[src/rtl/note_sequencer.sv]
// Step-table note sequencer: plays (freq, dur) entries from an 8-deep table,
// drives an oscillator frequency word plus gate, with 1-cycle gaps between
// notes, optional looping and an end-of-sequence done pulse.
//
// state | meaning
// IDLE  | waiting for start; table writable; frequency_control holds pitch
// PLAY  | current step sounding for dur*TICK_DIV cycles
// GAP   | one silent cycle between steps, pitch held
// DONE  | one-cycle done pulse, then back to IDLE
module note_sequencer #(
    parameter int TICK_DIV  = 16,
    parameter int NUM_STEPS = 8
) (
    input  logic       clk,
    input  logic       reset,
    input  logic       wr_en,
    input  logic [2:0] wr_addr,
    input  logic [7:0] wr_freq,
    input  logic [7:0] wr_dur,
    input  logic       start,
    input  logic       stop,
    input  logic       loop,
    output logic [7:0] frequency_control,
    output logic       gate,
    output logic [2:0] step_index,
    output logic       busy,
    output logic       done
);

    typedef enum logic [1:0] {IDLE, PLAY, GAP, DONE} state_t;

    localparam logic [7:0] PRESCALE_LAST = 8'(TICK_DIV - 1);

    state_t     state;
    logic [7:0] prescaler;
    logic [7:0] ticks_left;
    logic [7:0] freq_tab [NUM_STEPS];
    logic [7:0] dur_tab  [NUM_STEPS];

    logic       wr_hits_0;
    logic [7:0] first_freq;
    logic [7:0] first_dur;
    logic [2:0] next_idx;
    logic       advance;
    logic [2:0] load_idx;

    // A write to entry 0 in the start cycle must be seen by that start.
    always_comb begin
        wr_hits_0  = wr_en && (wr_addr == 3'd0);
        first_freq = wr_hits_0 ? wr_freq : freq_tab[0];
        first_dur  = wr_hits_0 ? wr_dur  : dur_tab[0];
        next_idx   = step_index + 3'd1;
        advance    = (step_index != 3'd7) && (dur_tab[next_idx] != 8'd0);
        load_idx   = advance ? next_idx : 3'd0;
    end

    // Sequencer FSM, step table and all registered outputs.
    always_ff @(posedge clk or posedge reset) begin
        if (reset) begin
            state             <= IDLE;
            prescaler         <= 8'd0;
            ticks_left        <= 8'd0;
            frequency_control <= 8'd0;
            gate              <= 1'b0;
            step_index        <= 3'd0;
            busy              <= 1'b0;
            done              <= 1'b0;
            for (int i = 0; i < NUM_STEPS; i++) begin
                freq_tab[i] <= 8'd0;
                dur_tab[i]  <= 8'd0;
            end
        end else begin
            done <= 1'b0;
            case (state)
                IDLE: begin
                    if (wr_en) begin
                        freq_tab[wr_addr] <= wr_freq;
                        dur_tab[wr_addr]  <= wr_dur;
                    end
                    if (start && !stop) begin
                        step_index <= 3'd0;
                        prescaler  <= 8'd0;
                        if (first_dur == 8'd0) begin
                            state <= DONE;
                            done  <= 1'b1;
                            gate  <= 1'b0;
                        end else begin
                            state      <= PLAY;
                            busy       <= 1'b1;
                            ticks_left <= first_dur;
                            gate       <= (first_freq != 8'd0);
                            // A rest keeps the previous pitch on the oscillator.
                            if (first_freq != 8'd0)
                                frequency_control <= first_freq;
                        end
                    end
                end
                PLAY: begin
                    if (stop) begin
                        state <= IDLE;
                        gate  <= 1'b0;
                        busy  <= 1'b0;
                    end else if (prescaler == PRESCALE_LAST) begin
                        prescaler <= 8'd0;
                        if (ticks_left == 8'd1) begin
                            state <= GAP;
                            gate  <= 1'b0;
                        end else begin
                            ticks_left <= ticks_left - 8'd1;
                        end
                    end else begin
                        prescaler <= prescaler + 8'd1;
                    end
                end
                GAP: begin
                    if (stop) begin
                        state <= IDLE;
                        busy  <= 1'b0;
                    end else if (advance || loop) begin
                        state      <= PLAY;
                        step_index <= load_idx;
                        prescaler  <= 8'd0;
                        ticks_left <= dur_tab[load_idx];
                        gate       <= (freq_tab[load_idx] != 8'd0);
                        if (freq_tab[load_idx] != 8'd0)
                            frequency_control <= freq_tab[load_idx];
                    end else begin
                        state <= DONE;
                        busy  <= 1'b0;
                        done  <= 1'b1;
                    end
                end
                DONE: begin
                    state <= IDLE;
                end
                default: begin
                    state <= IDLE;
                    gate  <= 1'b0;
                    busy  <= 1'b0;
                end
            endcase
        end
    end

endmodule

[config.mk]
export PLATFORM = sky130hd
export DESIGN_NAME = note_sequencer
export DESIGN_NICKNAME = d
export VERILOG_FILES = /design/src/rtl/note_sequencer.sv
export SDC_FILE = /design/constraint.sdc
export NUM_CORES = 1
export LEC_CHECK = 0
export CAP_MARGIN = 20
export CORE_UTILIZATION = 53
export CTS_BUF_LIST = sky130_fd_sc_hd__clkbuf_4 sky130_fd_sc_hd__clkbuf_8 sky130_fd_sc_hd__clkbuf_16
export DETAILED_ROUTE_END_ITERATION = 10
export MAX_ROUTING_LAYER = met4
export PLACE_DENSITY_LB_ADDON = 0.12
export SLEW_MARGIN = 25
export SYNTH_ARGS = -nofsm -noshare
export SYNTH_HDL_FRONTEND = slang
export SYNTH_SLANG_ARGS = --single-unit
[constraint.sdc]
create_clock -name clk -period 7.87 [get_ports clk]
set_input_delay 1.574 -clock clk [delete_from_list [all_inputs] [get_ports clk]]
set_output_delay 1.574 -clock clk [all_outputs]
set_load 0.01 [all_outputs]
==> flow_summary.toml <==
[detailed_routing]
drt-total-wl_um = 21300
viasPerCell = 6.25
initialDrtViolationCount = 437
ant_nets = 0
post_drt_wl_per_cell_um = 21.2
drc = 0
first_pass_iters = 6
vias = 6272

[clock_tree]
numCtsBuffers = 17
clock-sinks = 160
path_clk_slew_ns = 0.06
clock_latency_ns = 0.43
clock-root-buffer = "clkbuf_16"
post_cts_resized = 0
htreeDepth = 4
cts_tree = "yes"
cts.path.max_buffers = 2
post_cts_buffers = 0
holdBufCountCts = 0

[timing]
worst-slew-pin-transition_ns = 1.02
fmax_mhz = 236
slew_violations = 0
rsz0062_at_grt = "no"
relSlewSlack_pct = 31.9
period_needed_ns = 4.23
clock_skew_ns = 0.0101
hold_violations = 0
setup_tns_ns = 0
period_share_pct = 53.8
setup_viol = 0

[place]
hpwl_um = 14900
io_buffers = 38
place_inst = 971
gp_congestion = 0.907
dpl_cell_area_um2 = 9110

[floorplanning]
core_area_um2 = 15800
die-width_um = 129
io_pins = 39
die_h_um = 129
row_count = 46
initial_core_util_pct = 54.1
die_area_um2 = 16600

[synthesis]
syn_area_per_cell_um2 = 11.4
synthArstFlopShare_pct = 100
ys_ff_latch = 160
netlist_area_um2 = 8530
synthCells = 748
synth_cell_types = 72
synthesis.nets = 782
ys_warn_count = 0
synth-seq-area-share_pct = 46.9
synth_flop_cell = "dfrtp_1"
synth_edf_count = 0

[cells_and_area]
multi_input_area_um2 = 4300
nets = 808
final_cell_mix = "160 x dfrtp_1, 137 x mux2_2, 50 x mux2i_1"
ff_latch_area_um2 = 4000
layout_commonest_cell = "dfrtp_1"
postLayoutCellArea_um2 = 9730
n_fill_cell = 1295
area_growth_pct = 14.1
final_cells = 1003
layout-drive-gt1-share_pct = 25.3
diodes = 0

[global_routing]
grt_start_max_net_pins = 111
antenna_found_initial = 0
grt_overflow = 0
grtUsageTotal_pct = 28.6
grt_pass1_wl_um = 34700
grt_pass1_vias = 6352

[pwr]
powerDensity_nw_per_um2 = 440
cellLeakagePower_nw = 4.12
ir_worst_vdd_mv = 0.226

[setup_path]
cp_slowest_stage_delay_ns = 0.49
critPathSlowestCell = "clkdlybuf4s50_1"
crit_path_start_kind = "input pin"
endpoint_kind = "flip-flop"
path_class = "in -> reg"
path_cells = "clkdlybuf4s50_1, nor4b_2, buf_4, mux2_1, nand4b_1, nor2_1, nand2_1, nand3b_1, mux2_2"
r2r_start = "step_index[1]"
arrival_ns = 4.54
crit_path_max_fanout = 17
critPathLaunch = "wr_addr[2]"
required_ns = 8.18

[worst_hold_path]
hold_start = "busy"
min-delay-path-class = "reg -> reg"

[outcome]
outcome = "completed"

[run]
drv_cap = 0
kinds of logic after synthesis:
group	count (synthesis)	synth area share [%]
fa+ha+maj	9	1.32
simple gates	170	10.6
buf+inv	63	3.12
xor+xnor	6	0.616
flops	160	46.9
compound gates	149	12.5
mux	191	24.9
through the flow:
stage | hold slack (ns) | utilization (%) | setup slack, ns | power, mW
final | 0.479 | 61.7 | 3.64 | 4.29
after global routing | 0.514 | 61.7 | 3.47 | 4.56
after CTS | 0.487 | 61.7 | 3.67 | 4.27
after detailed placement | 0.474 | 57.8 | 3.25 | 3.40
after global placement | 0.472 | 57.8 | 3.31 | 3.33
after floorplan | 0.459 | - | 1.98 | 2.84
area by class of cell:
class,instances,area share [%]
clock inverter,11,1.58
sequential,160,41.1
multi-input combinational,525,44.2
inverter,22,0.925
tap,216,2.78
timing repair buffer,48,4.68
clock buffer,21,4.74
worst max-delay path: cells and delay by family:
kind / cells / cell delay [ns]
and+or+nand+nor: 5 / 1.37
muxes: 2 / 0.76
buffers and inverters: 2 / 0.82
path summary, 6_finish.rpt:
path / cells past startpoint / to / slack [ns]
hold / removal: 2 / busy / 0.48
setup / recovery: 9 / ticks_left[7] / 3.64
max in group asynchronous: 3 / frequency_control[7] / 5.00
setup reg to reg: 10 / ticks_left[7] / 3.83
min in group asynchronous: 2 / dur_tab[34] / 1.69
hold reg to reg: 2 / busy / 0.48
cells in the mapped netlist (13+ instances only):
cell / n / area, µm²
a21oi_1: 16 / 80.1
a22oi_1: 13 / 97.6
clkbuf_1: 21 / 78.8
dfrtp_1: 160 / 4000
inv_1: 22 / 82.6
mux2_2: 137 / 1540
mux2i_1: 50 / 500
nand2_1: 37 / 139
nand2b_1: 14 / 87.6
nand3_1: 17 / 85.1
nor2_1: 40 / 150
o21ai_0: 27 / 135
routing by layer:
layer  GRT usage (%)  routed length [µm]
met1            38.7                9760
met2            42.1                9740
met5               -                   0
met4            9.69                 356
met3            7.03                1400
where the power goes:
part / switching, mW / internal, mW / total (mW)
sequential: 0.274 / 1.20 / 1.47
combinational: 1.07 / 0.888 / 1.96
clock: 0.338 / 0.521 / 0.859
registers in the layout, summed over array words and instances (netlist names), 2 cells and up:
register           count
dur_tab               64
freq_tab              64
frequency_control      8
prescaler              8
ticks_left             8
step_index             3
state                  2
Power figures use the tool's default switching activity.
